[src/rtl/writeback_arbiter.sv]
// writeback_arbiter: collects results from NUM_CH producer channels into
// per-channel FIFOs, then drains them round-robin, one entry per cycle, into
// a single registered register-file write port.
//
// Ports:
//   clk, reset           clock (rising edge), async active-low reset
//   enable               pops allowed when high
//   flush                synchronous discard of all buffered entries
//   in_valid/in_ready    per-channel handshake (NUM_CH bits each)
//   in_special           per-channel special-destination flag
//   in_dest, in_result   per-channel key/data, channel i at [i*W +: W]
//   portD_enable/key/value  registered register-file write port
//   busy                 some FIFO holds an entry
//   drop_count           saturating count of popped-but-discarded entries

module wb_fifo #(
    parameter int W     = 8,
    parameter int DEPTH = 4
) (
    input  logic         clk,
    input  logic         reset,
    input  logic         push,
    input  logic         pop,
    input  logic         flush,
    input  logic [W-1:0] wdata,
    output logic [W-1:0] rdata,
    output logic         empty,
    output logic         full
);
    localparam int AW = $clog2(DEPTH);

    logic [W-1:0] mem [DEPTH];
    // Pointers carry one extra wrap bit to tell full from empty.
    logic [AW:0]  wptr, rptr;

    always_ff @(posedge clk or negedge reset) begin
        if (!reset) begin
            wptr <= '0;
            rptr <= '0;
        end else if (flush) begin
            wptr <= '0;
            rptr <= '0;
        end else begin
            if (push) wptr <= wptr + (AW+1)'(1);
            if (pop)  rptr <= rptr + (AW+1)'(1);
        end
    end

    always_ff @(posedge clk) begin
        if (push && !flush) mem[wptr[AW-1:0]] <= wdata;
    end

    assign rdata = mem[rptr[AW-1:0]];
    assign empty = (wptr == rptr);
    assign full  = (wptr[AW] != rptr[AW]) && (wptr[AW-1:0] == rptr[AW-1:0]);
endmodule

module writeback_arbiter #(
    parameter int NUM_CH     = 2,
    parameter int DATA_W     = 32,
    parameter int REG_AW     = 5,
    parameter int FIFO_DEPTH = 4
) (
    input  logic                     clk,
    input  logic                     reset,
    input  logic                     enable,
    input  logic                     flush,
    input  logic [NUM_CH-1:0]        in_valid,
    output logic [NUM_CH-1:0]        in_ready,
    input  logic [NUM_CH-1:0]        in_special,
    input  logic [NUM_CH*REG_AW-1:0] in_dest,
    input  logic [NUM_CH*DATA_W-1:0] in_result,
    output logic                     portD_enable,
    output logic [REG_AW-1:0]        portD_key,
    output logic [DATA_W-1:0]        portD_value,
    output logic                     busy,
    output logic [15:0]              drop_count
);
    localparam int EW = 1 + REG_AW + DATA_W;
    localparam int PW = $clog2(NUM_CH);

    typedef struct packed {
        logic              special;
        logic [REG_AW-1:0] dest;
        logic [DATA_W-1:0] result;
    } entry_t;

    entry_t [NUM_CH-1:0] wr_e, head;
    logic   [NUM_CH-1:0] empty, full, push, pop;
    logic   [PW-1:0]     rr_ptr, grant, rr_next;
    logic                found, do_pop, writable;
    entry_t              sel;
    int                  idx;

    genvar i;
    generate
        for (i = 0; i < NUM_CH; i++) begin : g_ch
            assign wr_e[i].special = in_special[i];
            assign wr_e[i].dest    = in_dest[i*REG_AW +: REG_AW];
            assign wr_e[i].result  = in_result[i*DATA_W +: DATA_W];
            assign push[i]         = in_valid[i] && !full[i] && !flush;
            assign pop[i]          = do_pop && (grant == PW'(i));

            wb_fifo #(.W(EW), .DEPTH(FIFO_DEPTH)) u_fifo (
                .clk   (clk),
                .reset (reset),
                .push  (push[i]),
                .pop   (pop[i]),
                .flush (flush),
                .wdata (wr_e[i]),
                .rdata (head[i]),
                .empty (empty[i]),
                .full  (full[i])
            );
        end
    endgenerate

    assign in_ready = ~full;
    assign busy     = ~&empty;

    // Round-robin: first non-empty channel at or after rr_ptr, wrapping.
    always_comb begin
        grant = '0;
        found = 1'b0;
        idx   = 0;
        for (int k = 0; k < NUM_CH; k++) begin
            idx = int'(rr_ptr) + k;
            if (idx >= NUM_CH) idx = idx - NUM_CH;
            if (!found && !empty[idx]) begin
                found = 1'b1;
                grant = PW'(idx);
            end
        end
    end

    assign do_pop   = enable && !flush && found;
    assign sel      = head[grant];
    // Special entries target key 0 only; ordinary entries never write key 0.
    assign writable = sel.special ? (sel.dest == '0) : (sel.dest != '0);
    assign rr_next  = (int'(grant) == NUM_CH-1) ? '0 : grant + PW'(1);

    always_ff @(posedge clk or negedge reset) begin
        if (!reset) begin
            rr_ptr       <= '0;
            portD_enable <= 1'b0;
            portD_key    <= '0;
            portD_value  <= '0;
            drop_count   <= '0;
        end else begin
            portD_enable <= do_pop && writable;
            if (do_pop) begin
                rr_ptr      <= rr_next;
                portD_key   <= sel.dest;
                portD_value <= sel.result;
                if (!writable && drop_count != 16'hFFFF)
                    drop_count <= drop_count + 16'd1;
            end
        end
    end
endmodule

[config.mk]
export PLATFORM = sky130hd
export DESIGN_NAME = writeback_arbiter
export DESIGN_NICKNAME = d
export VERILOG_FILES = /design/src/rtl/writeback_arbiter.sv
export SDC_FILE = /design/constraint.sdc
export NUM_CORES = 1
export LEC_CHECK = 0
export CORE_ASPECT_RATIO = 1.4
export CORE_MARGIN = 2
export CORE_UTILIZATION = 56
export DETAILED_ROUTE_END_ITERATION = 16
export PLACE_DENSITY = 0.89
export SKIP_CTS_REPAIR_TIMING = 1
export SLEW_MARGIN = 20
export SYNTH_ARGS = -nofsm -noshare
export SYNTH_HDL_FRONTEND = slang
export SYNTH_SLANG_ARGS = --single-unit
[constraint.sdc]
create_clock -name clk -period 2.9 [get_ports clk]
set_input_delay 0.29 -clock clk [delete_from_list [all_inputs] [get_ports clk]]
set_output_delay 0.29 -clock clk [all_outputs]
set_load 0.02 [all_outputs]
==> summary.md, run 1 <==
| Metric | Value |
|---|---|
| Outcome | `finished with violations` |
| Violated checks | `negative hold slack` |
| Die area | `about 0.027 mm2` |
| CP Class | `reg2reg` |
| Initial DRC Count | `between 700 and 800` |
| Ys flop type | `edfxtp_1` |
| Port Buf Inserts | `138` |
| Antenna cells | `0` |
| Detailed-route wire length per cell | `24.7 um` |
| Vias in the first global route | `8174` |
| Most frequent cells in the layout | `304 x edfxtp_1, 137 x clkdlybuf4s50_1, 76 x mux4_2` |
| I/O Pins | `139` |
| Worst clock skew | `0.0102 ns` |
| Post-synthesis sequential area ratio | `74.2%` |
| Clk pin slew, worst setup/hold paths | `0.06 ns` |
| Mapped Cells | `770` |
| WL final | `between 30000 and 40000 um` |
| Layout Nets | `1035` |
| H-tree depth | `2` |
| Remaining DRCs | `0` |
| Worst EP required | `3.29 ns` |
| Filler instances | `1502` |
| Async set-reset flop share out of synthesis | `18.1%` |
| CP max FO | `16` |
| Pwr Density | `808 mW/mm2` |
| Min cycle time layout | `about 2.8 ns` |
| Die Ht | `between 150 and 200 um` |
| Cell Area, Synth | `approximately 0.015 mm2` |
| Number of enable flip-flop cells after synthesis | `a little over 300` |
| CTS root buffer | `clkbuf_16` |
| Peak VDD IR | `0.620 mV` |
| Proportion of layout cells with a drive suffix above 1 | `19.3%` |
| Kind of end point of the critical path | `flop` |
| Commonest non-fill, non-tap cell in the layout | `edfxtp_1` |
| Worst hold slack | `-0.0637 ns` |
| Worst Tran Pin Value | `between 0.9 and 1 ns` |
| Cts bufs inserted | `35` |
| Hold Crit Class | `in2async` |
| Gr usage total | `23.5%` |
| Die width | `approximately 140 um` |
| Initial DRT Pass Iterations | `5` |
| Vias per Instance | `about 6.0` |
| Starting density of the core | `57.2%` |
| CTS tree | `done` |
| Area Growth Syn to Fin | `21.8%` |
| Fmax | `between 300 and 400 MHz` |
| Yosys warns | `0` |
| Core Region | `0.0255 mm2` |
| Total power | `0.0143 W` |
| Library cells used by synthesis | `37` |
| Syn avg cell area | `about 19 um2` |
| Max-Cap Viols | `0` |
| Post-DP HPWL | `19400 um` |
| Final period utilization | `96.7%` |
| Final Max Tran Viols | `0` |
| Startpoint types | `flop` |
| GP Congestion | `0.860` |
| Slew margin rel. | `34.3%` |
| Routed Antenna Nets | `0` |
| Flop and latch count out of synthesis | `~370` |
| Total gr overflow | `0` |
| Global-route wire length before repair | `48100 um` |
| Worst slack, placed | `0.114 ns` |
| FF+latch area | `0.0108 mm2` |
| Final instance area | `0.0178 mm2` |
| Hold Violations, Final | `67` |
| Final setup violation count | `0` |
| Pin count of the biggest net entering global routing | `68` |
| Crit path arrival time | `3.19 ns` |
| Site Rows | `69` |
| Clock tree buffer depth | `3` |
| Area of placed instances | `0.0165 mm2` |
| Clock sink count | `371` |
| Vias | `7764` |
| Antenna violations before repair | `0` |
| Syn_nets | `863` |
| Multi-input gate area | `0.00362 mm2` |
| Leakage power of the design | `6.11 nW` |
| Final setup margin | `0.0961 ns` |
| Clk Latency, worst-skew pair | `0.51 ns` |
-- flip-flops by register name, indices dropped and copies added (netlist names) --
signal            count
g_ch.u_fifo.mem     304
portD_value          32
drop_count           16
g_ch.u_fifo.rptr      6
g_ch.u_fifo.wptr      6
portD_key             5
portD_enable          1
rr_ptr                1
-- logic make-up after synthesis --
kind of cell               synth area share, %
DFF                                       74.2
and+or+nand+nor                           4.45
muxes                                     15.4
AOI/OAI and AO/OA                         2.11
buffers and inverters                     1.21
xor gates and xnor gates                  1.68
adders and majority gates                0.945
-- cell type report --
| type | count | area share (%) |
|---|---|---|
| clock buffers | 47 | 5.76 |
| clock inverters | 16 | 1.01 |
| inverters | 5 | 0.106 |
| multi-input cells | 360 | 20.4 |
| flip-flops and latches | 371 | 60.9 |
| well taps | 319 | 2.25 |
| repair buffers | 169 | 9.57 |
-- routing by layer --
metal | wire length (um) | track usage, % | part of all wire [%]
met5 | 0 | 0 | 0
met4 | 1080 | 8.49 | 3.4
met3 | 2150 | 4.53 | 6.8
met2 | 16700 | 41.0 | 53
met1 | 11800 | 29.6 | 37
-- critical path, stage by stage, from the launching register on --
cell and delay (ns):
dfrtp_4 0.57, xor2_1 0.21, o31a_2 0.36, o21ai_0 0.26, nand4_1 0.22, a211oi_4 0.24
buf_12 0.20, mux2i_1 0.29, mux2_1 0.35
-- where the power goes --
group / switching, W / leakage, nW / internal [W]
sequential: 0.000265 / 3.62 / 0.00620
clock: 0.00188 / 0.582 / 0.00283
combinational: 0.00166 / 1.91 / 0.00151
total: 0.00380 / 6.11 / 0.0105
-- final timing paths --
check | slack (ns) | to | cells past startpoint | from
hold reg to reg | 0.48 | portD_value[27]$_DFFE_PN0P_ | 2 | portD_value[27]$_DFFE_PN0P_
max in group asynchronous | 2.21 | g_ch[1].u_fifo.rptr[0]$_DFFE_PN0P_ | 1 | reset
setup reg to reg | 0.1 | drop_count[1]$_DFFE_PN0P_ | 8 | g_ch[0].u_fifo.rptr[0]$_DFFE_PN0P_
hold / removal | -0.06 | drop_count[4]$_DFFE_PN0P_ | 1 | reset
setup / recovery | 0.1 | drop_count[1]$_DFFE_PN0P_ | 8 | g_ch[0].u_fifo.rptr[0]$_DFFE_PN0P_
min in group clk | 0.41 | g_ch[1].u_fifo.mem[2][1]$_DFFE_PP_ | 1 | in_result[33]
-- stage by stage --
step	hold slack (ns)	TNS, ns	std cells	util, %
6_report	-0.0637	0	1287	69.7
5_1_grt	0.0263	-0.00803	1287	69.7
4_1_cts	-0.0209	0	1286	69.6
3_5_place_dp	0.474	0	1223	64.9
3_3_place_gp	0.464	0	1223	64.9
2_1_floorplan	-0.00559	0	770	-
-- Yosys cell counts (3+ instances only) --
| cell type | n | share of area [%] |
|---|---|---|
| edfxtp_1 | 304 | 63 |
| dfrtp_1 | 67 | 12 |
| a31oi_1 | 3 | 0.13 |
| nand3_1 | 13 | 0.45 |
| nor2_1 | 22 | 0.57 |
| buf_1 | 9 | 0.23 |
| xor2_1 | 18 | 1.1 |
| mux2i_1 | 46 | 3.2 |
| a21oi_1 | 5 | 0.17 |
| nand2_1 | 70 | 1.8 |
| and2_1 | 8 | 0.34 |
| mux2_2 | 5 | 0.39 |
| ha_1 | 11 | 0.94 |
| buf_2 | 6 | 0.21 |
| xnor2_1 | 10 | 0.60 |
| mux4_2 | 76 | 12 |
| and3_1 | 5 | 0.21 |
| nand2b_1 | 5 | 0.21 |
| nand4_1 | 5 | 0.21 |
| o21ai_0 | 39 | 1.3 |
| and4_1 | 5 | 0.30 |
| clkbuf_1 | 15 | 0.39 |
| inv_1 | 5 | 0.13 |
Note: power is estimated with default switching activity, not from simulation.
==> inputs of run 2 (changes only) <==
--- a/config.mk
+++ b/config.mk
@@ -7,11 +7,11 @@
 export LEC_CHECK = 0
 export CORE_ASPECT_RATIO = 1.4
 export CORE_MARGIN = 2
-export CORE_UTILIZATION = 56
+export CORE_UTILIZATION = 35
 export DETAILED_ROUTE_END_ITERATION = 16
-export PLACE_DENSITY = 0.89
+export PLACE_DENSITY = 0.64
 export SKIP_CTS_REPAIR_TIMING = 1
-export SLEW_MARGIN = 20
+export SLEW_MARGIN = 5
 export SYNTH_ARGS = -nofsm -noshare
 export SYNTH_HDL_FRONTEND = slang
 export SYNTH_SLANG_ARGS = --single-unit
==> run 2 against run 1 <==
The run now ends clean; routed wire length grew 0.80%; critical path depth is the same; setup slack improved by 0.074 ns; clock skew increased by 0.0050 ns; final cell count up 18%; die area is 58% higher; sequential power about the same; maximum frequency up 2.7%; non-clock buffer count grew 6; register-to-register slack better by 0.07 ns; first-iteration DRC count is 30% lower; largest power group unchanged; highest routed layer is now met5.
==> summary.md, run 2 (synthesized netlist as in run 1, its figures left out) <==
| Metric | Value |
|---|---|
| Leakage power of the design | `6.17 nW (+1.0%)` |
| Vias in the first global route | `8138 (-0.44%)` |
| Global-route wire length before repair | `49000 um (+1.8%)` |
| Hold Violations, Final | `0 (-100%)` |
| Pwr Density | `796 mW/mm2 (-1.5%)` |
| Vias | `7483 (-3.6%)` |
| Die width | `176 um (+26%)` |
| Worst slack, placed | `0.196 ns (+0.0812 ns)` |
| Cts bufs inserted | `38 (+8.6%)` |
| WL final | `32000 um (+0.80%)` |
| Clock tree buffer depth | `3 (unchanged)` |
| Clk Latency, worst-skew pair | `0.53 ns (+0.02 ns)` |
| Outcome | `complete, no violations` |
| Starting density of the core | `35.4% (-22 points)` |
| Multi-input gate area | `0.00362 mm2 (about the same)` |
| Most frequent cells in the layout | `304 x edfxtp_1, 137 x clkdlybuf4s50_1, 76 x mux4_2` |
| Die Ht | `245 um (+26%)` |
| Final Max Tran Viols | `0 (unchanged)` |
| Initial DRC Count | `493 (-30%)` |
| GP Congestion | `0.793 (-7.8%)` |
| Kind of end point of the critical path | `flop` |
| Initial DRT Pass Iterations | `4 (-1)` |
| Layout Nets | `1044 (+0.87%)` |
| Max reg flops | `304 (unchanged)` |
| CTS tree | `done` |
| Port Buf Inserts | `138 (unchanged)` |
| Vias per Instance | `4.92 (-19%)` |
| Clock sink count | `371 (unchanged)` |
| Total gr overflow | `0 (unchanged)` |
| Clk pin slew, worst setup/hold paths | `0.06 ns (about the same)` |
| I/O Pins | `139 (unchanged)` |
| Final setup margin | `0.170 ns (+0.0736 ns)` |
| Post-DP HPWL | `20700 um (+6.5%)` |
| Worst Tran Pin Value | `0.819 ns (-0.167 ns)` |
| Crit path arrival time | `3.14 ns (-0.05 ns)` |
| Total power | `0.0145 W (+0.72%)` |
| Filler instances | `3613 (+140%)` |
| Site Rows | `88 (+28%)` |
| Min cycle time layout | `2.73 ns (-0.0736 ns)` |
| Slew margin rel. | `45.4% (+11 points)` |
| Pin count of the biggest net entering global routing | `73 (+7.4%)` |
| Core Region | `0.0412 mm2 (+62%)` |
| Gr usage total | `15.2% (-8.3 points)` |
| Final setup violation count | `0 (unchanged)` |
| Area Growth Syn to Fin | `24.6%` |
| Max-Cap Viols | `0 (unchanged)` |
| Antenna violations before repair | `4 (+4)` |
| CP Class | `reg2reg` |
| Fmax | `366 MHz (+2.7%)` |
| H-tree depth | `2 (unchanged)` |
| Setup Total Neg Slack | `0 ns (unchanged)` |
| Peak VDD IR | `0.427 mV (-31%)` |
| Worst clock skew | `0.0152 ns (+0.00500 ns)` |
| Commonest non-fill, non-tap cell in the layout | `edfxtp_1` |
| Proportion of layout cells with a drive suffix above 1 | `19.8% (+0.46 points)` |
| Final period utilization | `94.1% (-2.5 points)` |
| FF+latch area | `0.0108 mm2 (unchanged)` |
| CTS root buffer | `clkbuf_16` |
| Hold Crit Class | `in2async` |
| Worst EP required | `3.31 ns (+0.02 ns)` |
| Remaining DRCs | `0 (unchanged)` |
| Startpoint types | `flop` |
| CP max FO | `7 (-9)` |
| Routed Antenna Nets | `0 (unchanged)` |
| Die area | `0.0433 mm2 (+58%)` |
| Detailed-route wire length per cell | `21.0 um (-15%)` |
| RSZ-0062 raised after global routing | `no` |
[run 2: path summary, 6_finish.rpt]
path	start	endpoint	slack (ns)	depth (start not counted)
min	reset	drop_count[4]$_DFFE_PN0P_	0.29	2
max	g_ch[0].u_fifo.rptr[2]$_DFFE_PN0P_	drop_count[5]$_DFFE_PN0P_	0.17	8
min reg2reg	portD_value[11]$_DFFE_PN0P_	portD_value[11]$_DFFE_PN0P_	0.48	2
max in group asynchronous	reset	g_ch[0].u_fifo.rptr[0]$_DFFE_PN0P_	1.89	3
min in group clk	in_result[60]	g_ch[1].u_fifo.mem[0][28]$_DFFE_PP_	0.39	1
max reg2reg	g_ch[0].u_fifo.rptr[2]$_DFFE_PN0P_	drop_count[5]$_DFFE_PN0P_	0.17	8
[run 2: metal layers]
layer / vias to the layer above / track usage [%] / wire (um)
met5: - / 0 / 39
li1: 3396 / - / -
met1: 3861 / 18.0 / 12500
met2: 174 / 27.4 / 17200
met3: 46 / 3.37 / 1550
met4: 6 / 4.81 / 712
[run 2: power by group]
part | switching (W) | total [W] | internal, W
Combinational | 0.00164 | 0.00315 | 0.00151
Clock | 0.00198 | 0.00485 | 0.00286
Sequential | 0.000255 | 0.00646 | 0.00620
Total | 0.00388 | 0.0145 | 0.0106
[run 2: layout make-up]
class,instances,share of cell area [%]
antenna,1,0.0138
clock buffer,59,6.19
clock inverter,11,0.648
inverter,5,0.103
multi-input combinational,360,19.9
sequential,371,59.6
tap,540,3.72
timing repair buffer,175,9.83
[run 2: worst max-delay path, cell delays in order, from the launching register on]
cell and delay (ns):
dfrtp_1 0.41, xor2_1 0.38, o31a_2 0.30, nor2_4 0.05
or3_4 0.39, a211oi_4 0.36, buf_4 0.24, mux2_2 0.35
xnor2_1 0.12
[run 2: metrics by stage]
step	std cells	hold slack (ns)	cell area [um2]	utilization, %
after global placement	1450	0.309	16900	41.0
after floorplan	770	-0.00559	14600	-
after CTS	1520	-0.266	18100	44.0
final	1522	0.289	18200	44.1
after global routing	1522	0.326	18200	44.1
after detailed placement	1450	0.306	16900	41.0
